===== config.mk =====
export PLATFORM = sky130hd
export DESIGN_NAME = memory_access_stage
export DESIGN_NICKNAME = d
export VERILOG_FILES = /design/src/rtl/memory_access_stage.sv
export SDC_FILE = /design/constraint.sdc
export NUM_CORES = 1
export LEC_CHECK = 0
export ABC_AREA = 1
export BUFFER_PORTS_ARGS = -buffer_cell sky130_fd_sc_hd__buf_2
export CORE_AREA = 4 4 124 126
export CTS_BUF_LIST = sky130_fd_sc_hd__clkbuf_8
export CTS_CLUSTER_DIAMETER = 40
export DETAILED_ROUTE_END_ITERATION = 10
export DIE_AREA = 0 0 128 130
export PLACE_DENSITY = 0.79
export SKIP_CTS_REPAIR_TIMING = 1
export SLEW_MARGIN = 20
export SYNTH_ARGS = -nofsm -noshare
export SYNTH_HDL_FRONTEND = slang
export SYNTH_SLANG_ARGS = --single-unit

===== constraint.sdc =====
create_clock -name clk -period 1.5 [get_ports clk]
set_input_delay 0.225 -clock clk [delete_from_list [all_inputs] [get_ports clk]]
set_output_delay 0.225 -clock clk [all_outputs]
set_load 0.02 [all_outputs]

===== src/rtl/memory_access_stage.sv =====
// Memory stage plus MEM/WB register.
// Issues loads/stores on a ready-handshake data bus, lane-aligns store data,
// right-justifies load data, stalls upstream while the bus is busy and aborts
// a hung access after TIMEOUT wait cycles.
// Optional feature: define MEM_MISALIGN_TRAP_EN to trap misaligned half/word
// accesses instead of forcing them to natural alignment.
module memory_access_stage #(
  parameter int unsigned TIMEOUT = 15
) (
  input  logic        clk,
  input  logic        rst_n,
  input  logic        RegWriteM,
  input  logic        MemWriteM,
  input  logic [1:0]  ResultSrcM,
  input  logic [2:0]  LoadTypeM,
  input  logic [1:0]  StoreTypeM,
  input  logic [4:0]  RdM,
  input  logic [31:0] ALUResultM,
  input  logic [31:0] WriteDataM,
  input  logic [31:0] PCPlus4M,
  output logic        mem_req,
  output logic        mem_we,
  output logic [31:0] mem_addr,
  output logic [3:0]  mem_be,
  output logic [31:0] mem_wdata,
  input  logic        mem_ready,
  input  logic [31:0] mem_rdata,
  output logic        StallM,
  output logic        RegWriteW,
  output logic [1:0]  ResultSrcW,
  output logic [2:0]  LoadTypeW,
  output logic [4:0]  RdW,
  output logic [31:0] ALUResultW,
  output logic [31:0] ReadDataW,
  output logic [31:0] PCPlus4W,
  output logic        BusErrW
);

  typedef enum logic [0:0] {StIdle, StWait} state_e;
  typedef enum logic [1:0] {SzByte, SzHalf, SzWord} size_e;

  state_e      state_q, state_d;
  logic [7:0]  cnt_q, cnt_d;
  logic        is_load, is_store, access;
  size_e       size;
  logic [1:0]  off, off_eff;
  logic        misalign;
  logic [3:0]  be_lanes;
  logic [31:0] wdata_lanes, rdata_shift;
  logic        req, stall, capture, bus_err_d;

  assign is_load  = (ResultSrcM == 2'b01);
  assign is_store = MemWriteM;
  assign access   = is_load | is_store;
  assign off      = ALUResultM[1:0];

  // Access size from the store type for stores, otherwise from the load type
  always_comb begin
    size = SzWord;
    if (is_store) begin
      unique case (StoreTypeM)
        2'b00:   size = SzByte;
        2'b01:   size = SzHalf;
        default: size = SzWord;
      endcase
    end else begin
      unique case (LoadTypeM)
        3'b000, 3'b011: size = SzByte;
        3'b001, 3'b100: size = SzHalf;
        default:        size = SzWord;
      endcase
    end
  end

  // Natural alignment of the offset and optional misalignment detection
  always_comb begin
    unique case (size)
      SzByte:  off_eff = off;
      SzHalf:  off_eff = {off[1], 1'b0};
      default: off_eff = 2'b00;
    endcase
`ifdef MEM_MISALIGN_TRAP_EN
    misalign = ((size == SzHalf) && off[0]) || ((size == SzWord) && (off != 2'b00));
`else
    misalign = 1'b0;
`endif
  end

  // Store byte enables and lane-replicated write data; loads read the whole word
  always_comb begin
    be_lanes    = 4'b1111;
    wdata_lanes = '0;
    if (is_store) begin
      unique case (size)
        SzByte: begin
          be_lanes    = 4'b0001 << off_eff;
          wdata_lanes = {4{WriteDataM[7:0]}};
        end
        SzHalf: begin
          be_lanes    = 4'b0011 << off_eff;
          wdata_lanes = {2{WriteDataM[15:0]}};
        end
        default: begin
          be_lanes    = 4'b1111;
          wdata_lanes = WriteDataM;
        end
      endcase
    end
  end

  // Move the addressed byte/halfword down to bit 0; extension happens in WriteBack
  assign rdata_shift = mem_rdata >> {off_eff, 3'b000};

  // Next-state, handshake and capture/bubble decision
  always_comb begin
    state_d   = state_q;
    cnt_d     = cnt_q;
    req       = 1'b0;
    stall     = 1'b0;
    capture   = 1'b0;
    bus_err_d = 1'b0;
    unique case (state_q)
      StIdle: begin
        if (access && misalign) begin
          bus_err_d = 1'b1;
        end else if (access) begin
          req = 1'b1;
          if (mem_ready) begin
            capture = 1'b1;
          end else begin
            stall   = 1'b1;
            cnt_d   = 8'd1;
            state_d = StWait;
          end
        end else begin
          capture = 1'b1;
        end
      end
      StWait: begin
        req = 1'b1;
        if (mem_ready) begin
          capture = 1'b1;
          cnt_d   = '0;
          state_d = StIdle;
        end else if (cnt_q == 8'(TIMEOUT)) begin
          // Abandon the access; the held instruction leaves as a bubble
          req       = 1'b0;
          bus_err_d = 1'b1;
          cnt_d     = '0;
          state_d   = StIdle;
        end else begin
          stall = 1'b1;
          cnt_d = cnt_q + 8'd1;
        end
      end
      default: state_d = StIdle;
    endcase
  end

  // Bus and stall outputs are forced low while reset is asserted
  assign mem_req   = rst_n & req;
  assign mem_we    = mem_req & is_store;
  assign mem_be    = mem_req ? be_lanes : 4'b0000;
  assign mem_addr  = mem_req ? {ALUResultM[31:2], 2'b00} : 32'd0;
  assign mem_wdata = mem_we ? wdata_lanes : 32'd0;
  assign StallM    = rst_n & stall;

  // FSM state, wait counter and MEM/WB register (bubble whenever not capturing)
  always_ff @(posedge clk or negedge rst_n) begin
    if (!rst_n) begin
      state_q    <= StIdle;
      cnt_q      <= '0;
      RegWriteW  <= 1'b0;
      ResultSrcW <= '0;
      LoadTypeW  <= '0;
      RdW        <= '0;
      ALUResultW <= '0;
      ReadDataW  <= '0;
      PCPlus4W   <= '0;
      BusErrW    <= 1'b0;
    end else begin
      state_q <= state_d;
      cnt_q   <= cnt_d;
      BusErrW <= bus_err_d;
      if (capture) begin
        RegWriteW  <= RegWriteM;
        ResultSrcW <= ResultSrcM;
        LoadTypeW  <= LoadTypeM;
        RdW        <= RdM;
        ALUResultW <= ALUResultM;
        ReadDataW  <= is_load ? rdata_shift : 32'd0;
        PCPlus4W   <= PCPlus4M;
      end else begin
        RegWriteW  <= 1'b0;
        ResultSrcW <= '0;
        LoadTypeW  <= '0;
        RdW        <= '0;
        ALUResultW <= '0;
        ReadDataW  <= '0;
        PCPlus4W   <= '0;
      end
    end
  end

endmodule


* Word level (Yosys, flattened, before mapping)
Cells that the tools add are included.
Storage, ports and cells: input port bits 145, memories kept 0, memory bits (writable) 0, bits in read-only memories 0, word-level logic and storage cells 72, flip-flop bits (word level) 117, bits in latches 0
Cells by class: equality and inequality tests 9, div/mod/pow operators 0, multipliers 0, bitwise gates (word level) 5, order comparisons 0, add/sub/neg operators 1, mux-type cells 38, shift operators 3, reduce and logical (&&, ||, !) cells 6
Operators with widths (number):
- 2-to-1 mux 32 bit | 7
- case mux 32 bit (2 select lines) | 1
- 2-to-1 mux 8 bit | 4
- right shift 32 x 5 -> 32 bit | 1
- case mux 8 bit (2 select lines) | 1
- case mux 2 bit (2 select lines) | 3
- 2-to-1 mux 1 bit | 11
- adder 8 x 1 -> 8 bit, second input constant | 1
- equality test 8 x 4 -> 1 bit, second input constant | 1
- 2-to-1 mux 4 bit | 2
- case mux 1 bit (2 select lines) | 4
- case mux 4 bit (2 select lines) | 1
- equality test 2 x 1 -> 1 bit, second input constant | 3
- 2-to-1 mux 5 bit | 1
- logical NOT 2 bit | 2
- 2-to-1 mux 2 bit | 2
- != test 2 bit, second input constant | 2
- OR reduction 2 bit | 2
- << shifter 1 x 2 -> 4 bit, first input constant | 1
- << shifter 2 x 2 -> 4 bit, first input constant | 1
- bitwise AND 1 bit | 3
- equality test 3 x 1 -> 1 bit, second input constant | 1
- equality test 3 x 2 -> 1 bit, second input constant | 1
- equality test 3 bit, second input constant | 1
- 5 further kinds | 5

* Logic depth before layout (Yosys ltp)
Gate-level depths: netlist (run 1).
depth after elaboration 10, gate-level depth with buffers 11

* Least setup slack after synthesis (run 1)
No wires, ideal clock.
path kind register to output, from register cnt_q[0], to output port mem_wdata[22], slack -605 ps, cell stages (with the launch flop) 10, buffers on the path 1, required time 1275 ps, arrival time 1880 ps, path through dfrtp_1 -> ha_1 -> nand3_1 -> nor2_1 -> nand3_1 -> nand2_1 -> nor2_2 -> inv_2 -> buf_2 -> a21oi_1
On the way: longest elaborated chain between the ends 7
RTL lines:
- from (decl) | line 43 | logic [7:0] cnt_q, cnt_d;
- from (signal assigned) | line 183 | cnt_q <= cnt_d;
- equality test 8 x 4 -> 1 bit | line 145 | end else if (cnt_q == 8'(TIMEOUT)) begin
- 2-to-1 mux 1 bit | line 145
- 2-to-1 mux 1 bit | line 141 | if (mem_ready) begin
- case mux 1 bit (2 select lines) | line 122 | unique case (state_q)
- bitwise AND 1 bit | line 161 | assign mem_req = rst_n & req;
- bitwise AND 1 bit | line 162 | assign mem_we = mem_req & is_store;
- via mem_we | line 22 | output logic mem_we,
- 2-to-1 mux 32 bit | line 165 | assign mem_wdata = mem_we ? wdata_lanes : 32'd0;
- to (decl) | line 25 | output logic [31:0] mem_wdata,
The timed path passes the listed nets, and every way through them passes these cells.

* Final worst setup path (run 1)
from register cnt_q[0], to output port mem_addr[21]
On the way: longest elaborated chain between the ends 6
RTL lines:
- equality test 8 x 4 -> 1 bit | line 145
- 2-to-1 mux 1 bit | line 145
- 2-to-1 mux 1 bit | line 141
- case mux 1 bit (2 select lines) | line 122
- bitwise AND 1 bit | line 161
- 2-to-1 mux 32 bit | line 164 | assign mem_addr = mem_req ? {ALUResultM[31:2], 2'b00} : 32'd0;
- to (decl) | line 23 | output logic [31:0] mem_addr,
No other way between the ends.

==> flow_summary.yaml, run 1 <==
run_status:
  outcome: "finished, violations left"
  violations: "negative hold slack, negative setup slack"
die:
  pin_count: 324
  fp.coreArea_um2: 14300
  dieHeight_um: 130
  dieArea_um2: 16600
  floorplan.initialDensity_pct: 37.0
  die_width_um: 128
  num_rows: 44
route:
  ant_nets: 0
  vias: 5947
  drc: 0
  routed_wirelength_um: 20700
  via_per_inst: 4.58
  drtIter0Drc: 265
  drt_pre_antenna_iters: 4
  wl_per_cell_um: 16.0
sta:
  rsz0062_at_grt: "yes"
  setup_viol_count_final: 69
  timing.final.ws_setup_ns: -0.780
  drv_slew: 0
  hold-worst-slack_ns: -0.00828
  period_minus_slack_ns: 2.28
  hold_viol_final: 1
  clock.fmax_mhz: 439
  period_share_pct: 152
  setup_tns_ns: -50.06
  maxSlewHeadroom_pct: 38.5
  worst_pin_slew_ns: 0.922
  finalClockSkew_ns: 0.0114
clocking:
  clk_latency_ns: 0.43
  clkTransAtPathRegs_ns: 0.08
  htree_levels: 4
  clk_path_buf_depth: 2
  clock_sinks: 117
  cts_buffers: 17
  cts_tree: "built"
  cts-root-buf: "clkbuf_8"
yosys:
  ys_types: 26
  ys_top_cells_by_area: "dfrtp_1 55%, nor2_1 15%, inv_1 8.2%, nand2_1 7.2%, nand3_1 3.7%"
  async_reset_ff_share_pct: 100
  yosysTopAreaCell: "dfrtp_1"
  synth_edf_count: 0
  yosysWarnings: 0
  syn_area_um2: 5300
  ys_seq_elements: 117
  synth-seq-area-share_pct: 55.2
  synth_cells: 682
  syn_area_per_cell_um2: 7.78
  yosys_most_used_dff: "dfrtp_1"
  synth.top_cell.area_share_pct: 55.2
placement:
  gp_congestion: 0.899
  place_ws_ns: -0.458
  port_buffers: 321
  dpl.hpwl_um: 14700
  place_inst: 1217
  post_dp_cell_area_um2: 7920
critical_path:
  regToRegSetupSlack_ns: 0.05
  critical_path_class: "reg2out"
  cp.required_ns: 1.27
  crit_fanout: 8
  worst-endpoint-arrival_ns: 2.06
  cp-start-kind: "flip-flop"
  end_kind: "output pin"
pwr:
  power.density_nw_per_um2: 980
  ir_worst_vdd_mv: 0.540
  p_leak_nw: 5.31
cells_and_area:
  layout_common_cells: "270 x buf_2, 152 x nor2_1, 117 x dfrtp_1"
  design_area_um2: 9340
  nFillCells: 1119
  fin_nets: 1244
  final_common_cell: "buf_2"
  final_cells: 1298
  syn_to_final_growth_pct: 76.2
  drive_gt1_share_pct: 47.7
grt:
  grt_pass1_vias: 5615
  grt_max_degree: 75
  grt_usage_pct: 21.7
  grt-ovfl-total: 0
  grt_pass1_wl_um: 28100
  antenna_found_initial: 1
hold_path:
  hp-class: "in2reg"
flow_run:
  drv_cap: 0
[state kept, by name (all words and copies together), names as in the netlist]
| register | flops |
|---|---|
| ALUResultW | 32 |
| PCPlus4W | 32 |
| ReadDataW | 32 |
| cnt_q | 8 |
| RdW | 5 |
| LoadTypeW | 3 |
| ResultSrcW | 2 |
| BusErrW | 1 |
| RegWriteW | 1 |
| state_q | 1 |
[critical path, cell delays in order, from the launching register on]
cell and delay [ns]:
dfrtp_1 0.40, ha_4 0.17, nand3_4 0.07, nor2_4 0.15, nand3_2 0.11, buf_6 0.14, nand3_4 0.06, buf_12 0.16
clkbuf_16 0.18, nor2_2 0.05, buf_6 0.12
[layout make-up]
cell class                 instances  area, µm²  share of cell area (%)
multi-input combinational        417       2290                    24.6
clock buffer                      19        262                    2.80
clock inverter                    13        219                    2.34
sequential                       117       2930                    31.3
timing repair buffer             424       2910                    31.2
inverter                         121        490                    5.25
antenna                            3       7.51                  0.0803
tap                              184        230                    2.46
[stage by stage]
stage / total power [W] / utilization [%]
detailed placement: 0.00539 / 55.3
global route: 0.00957 / 65.2
CTS: 0.00890 / 58.7
global placement: 0.00535 / 55.3
finish: 0.00916 / 65.3
floorplan: 0.00453 / -
[Yosys cell counts, types with 2 or more instances]
cell and n:
inv_2 4, buf_2 14, inv_1 116, o22ai_1 8, nor2_4 2, buf_4 5
clkbuf_1 6, xor2_1 2, nand2_2 4, a21oi_1 25, buf_6 3, nor3_1 5
nor2_1 210, nand2_1 102, nand3_1 39, dfrtp_1 117, o21ai_0 11
[layer usage]
layer  vias up  share of wire [%]  GRT usage, %
met5         -                  0             0
met4         0                3.9          7.68
met3        50                8.0          5.61
met2       321                 53          40.1
met1      2718                 35          24.1
li1       2858                  -             -
[path summary, 6_finish.rpt]
path / cells after the start / start / endpoint
max in group asynchronous: 2 / rst_n / ReadDataW[10]$_DFF_PN0_
worst min-delay path: 3 / PCPlus4M[15] / PCPlus4W[15]$_DFF_PN0_
worst max-delay path: 10 / cnt_q[0]$_DFFE_PN0P_ / mem_addr[21]
worst min register to register: 3 / cnt_q[7]$_DFFE_PN0P_ / cnt_q[7]$_DFFE_PN0P_
min in group asynchronous: 3 / rst_n / state_q$_DFF_PN0_
worst max register to register: 9 / cnt_q[0]$_DFFE_PN0P_ / cnt_q[0]$_DFFE_PN0P_
[where the power goes]
| part | internal [W] | switching [W] | total [W] |
|---|---|---|---|
| Clock | 0.00210 | 0.00140 | 0.00350 |
| Combinational | 0.000916 | 0.00135 | 0.00227 |
| Sequential | 0.00333 | 0.0000608 | 0.00339 |
[kinds of logic after synthesis]
group / count (synthesis) / synth area share (%)
xor+xnor: 2 / 0.330
fa+ha+maj: 1 / 0.236
flops: 117 / 55.2
other cells: 1 / 0.0707
compound gates: 45 / 4.65
buf+inv: 150 / 11.8
simple gates: 366 / 27.7
Note: power is estimated with default switching activity, not from simulation.
==> run 2, diff against run 1 <==
--- a/config.mk
+++ b/config.mk
@@ -12,6 +12,7 @@
 export CTS_CLUSTER_DIAMETER = 40
 export DETAILED_ROUTE_END_ITERATION = 10
 export DIE_AREA = 0 0 128 130
+export HOLD_SLACK_MARGIN = 0.08
 export PLACE_DENSITY = 0.79
 export SKIP_CTS_REPAIR_TIMING = 1
 export SLEW_MARGIN = 20
==> flow_summary.yaml, run 2 (synthesis results as in run 1) <==
run_status:
  outcome: "finished, violations left"
  violations: "negative setup slack"
cells_and_area:
  fin_nets: 1273
  layout_common_cells: "270 x buf_2, 152 x nor2_1, 117 x dfrtp_1"
  top_regs: "ALUResultW x32, PCPlus4W x32, ReadDataW x32"
  final_common_cell: "buf_2"
  syn_to_final_growth_pct: 81.7
  final_cells: 1327
  drive_gt1_share_pct: 46.5
clocking:
  cts_buffers: 17
  clk_path_buf_depth: 2
  clock_sinks: 117
  clk_latency_ns: 0.43
  htree_levels: 4
  cts-root-buf: "clkbuf_8"
  clkTransAtPathRegs_ns: 0.08
  cts_tree: "built"
critical_path:
  cp.required_ns: 1.27
  crit_fanout: 8
  critPathMaxStageDelay_ns: 0.40
  critical_path_class: "reg2out"
  slowest_stage: "dfrtp_1"
  end_kind: "output pin"
  r2r_start: "cnt_q[0]$_DFFE_PN0P_"
  worstPathCellList: "ha_4 > nand3_4 > nor2_4 > nand3_2 > buf_6 > nand3_4 > buf_12 > clkbuf_16 > nor2_4 > buf_6"
  cp-start-kind: "flip-flop"
  r2r_end: "cnt_q[0]$_DFFE_PN0P_"
  regToRegSetupSlack_ns: 0.05
  cp-startpoint: "cnt_q[0]$_DFFE_PN0P_"
  reg2regPathDepth: 9
  worst-endpoint-arrival_ns: 2.06
sta:
  period_minus_slack_ns: 2.28
  finalClockSkew_ns: 0.0116
  period_share_pct: 152
  clock.fmax_mhz: 439
  rsz0062_at_grt: "yes"
  worst_pin_slew_ns: 0.913
  timing.final.ws_setup_ns: -0.780
  maxSlewHeadroom_pct: 39.1
  setup_viol_count_final: 69
  drv_slew: 0
  hold_viol_final: 0
die:
  die_width_um: 128
  floorplan.initialDensity_pct: 37.0
  dieHeight_um: 130
  num_rows: 44
  dieArea_um2: 16600
  pin_count: 324
  fp.coreArea_um2: 14300
placement:
  gp_congestion: 0.899
  dpl.hpwl_um: 14700
  place_ws_ns: -0.458
  place_inst: 1217
  port_buffers: 321
hold_path:
  hp-class: "in2async"
grt:
  grt-ovfl-total: 0
  grt_pass1_wl_um: 28100
  grt_pass1_vias: 5615
  grt_usage_pct: 21.7
  grt_max_degree: 75
  antenna_found_initial: 1
route:
  ant_nets: 0
  routed_wirelength_um: 21600
  vias: 6144
  drc: 0
  via_per_inst: 4.63
  wl_per_cell_um: 16.2
  drt_pre_antenna_iters: 5
  drtIter0Drc: 383
pwr:
  ir_worst_vdd_mv: 0.528
  p_leak_nw: 5.43
  power.density_nw_per_um2: 958
flow_run:
  drv_cap: 0
## run 2: worst max-delay path by stage
stage | end | slack [ns] | cells after the start
floorplan | mem_wdata[22] | -0.30 | 9
global placement | mem_wdata[9] | -0.40 | 10
detailed placement | mem_wdata[9] | -0.46 | 10
CTS | mem_wdata[9] | -0.93 | 9
global route | mem_addr[18] | -0.89 | 10
finish | mem_addr[18] | -0.78 | 10
## run 2: area by class of cell
cell class                      instances  area [µm²]
Antenna cell                            3        7.51
Clock buffer                           19         262
Clock inverter                         13         219
Fill cell                            1070        4680
Inverter                              121         490
Multi-Input combinational cell        417        2290
Sequential cell                       117        2930
Tap cell                              184         230
Timing Repair Buffer                  453        3200
## run 2: critical path, delay by kind of cell, from the launching register on
kind	cells	cell delay, ns
flip-flops	1	0.40
buffers and inverters	4	0.61
adder cells (fa/ha/maj)	1	0.17
AND/OR/NAND/NOR	5	0.43
## run 2: layer usage
metal,track usage (%),vias up,share of wire (%)
met5,0,-,0
met4,7.68,0,4.1
met3,5.61,68,8.0
met2,40.1,330,53
met1,24.1,2834,35
li1,-,2912,-
## run 2: where the power goes
part	internal, W	switching, W	leakage, nW
Combinational	0.000965	0.00138	3.67
Clock	0.00210	0.00140	0.238
Sequential	0.00333	0.0000600	1.52
## run 2: through the flow
step | setup TNS (ns) | cell area (µm²) | hold slack (ns) | utilization, % | power (W)
after floorplan | -16.35 | 5730 | -0.0706 | - | 0.00453
after global placement | -24.77 | 7920 | 0.434 | 55.3 | 0.00535
after detailed placement | -28.01 | 7920 | 0.437 | 55.3 | 0.00539
after CTS | -56.58 | 8400 | -0.0417 | 58.7 | 0.00890
after global routing | -58.22 | 9630 | 0.0743 | 67.3 | 0.00965
final | -50.22 | 9630 | 0.0700 | 67.3 | 0.00923
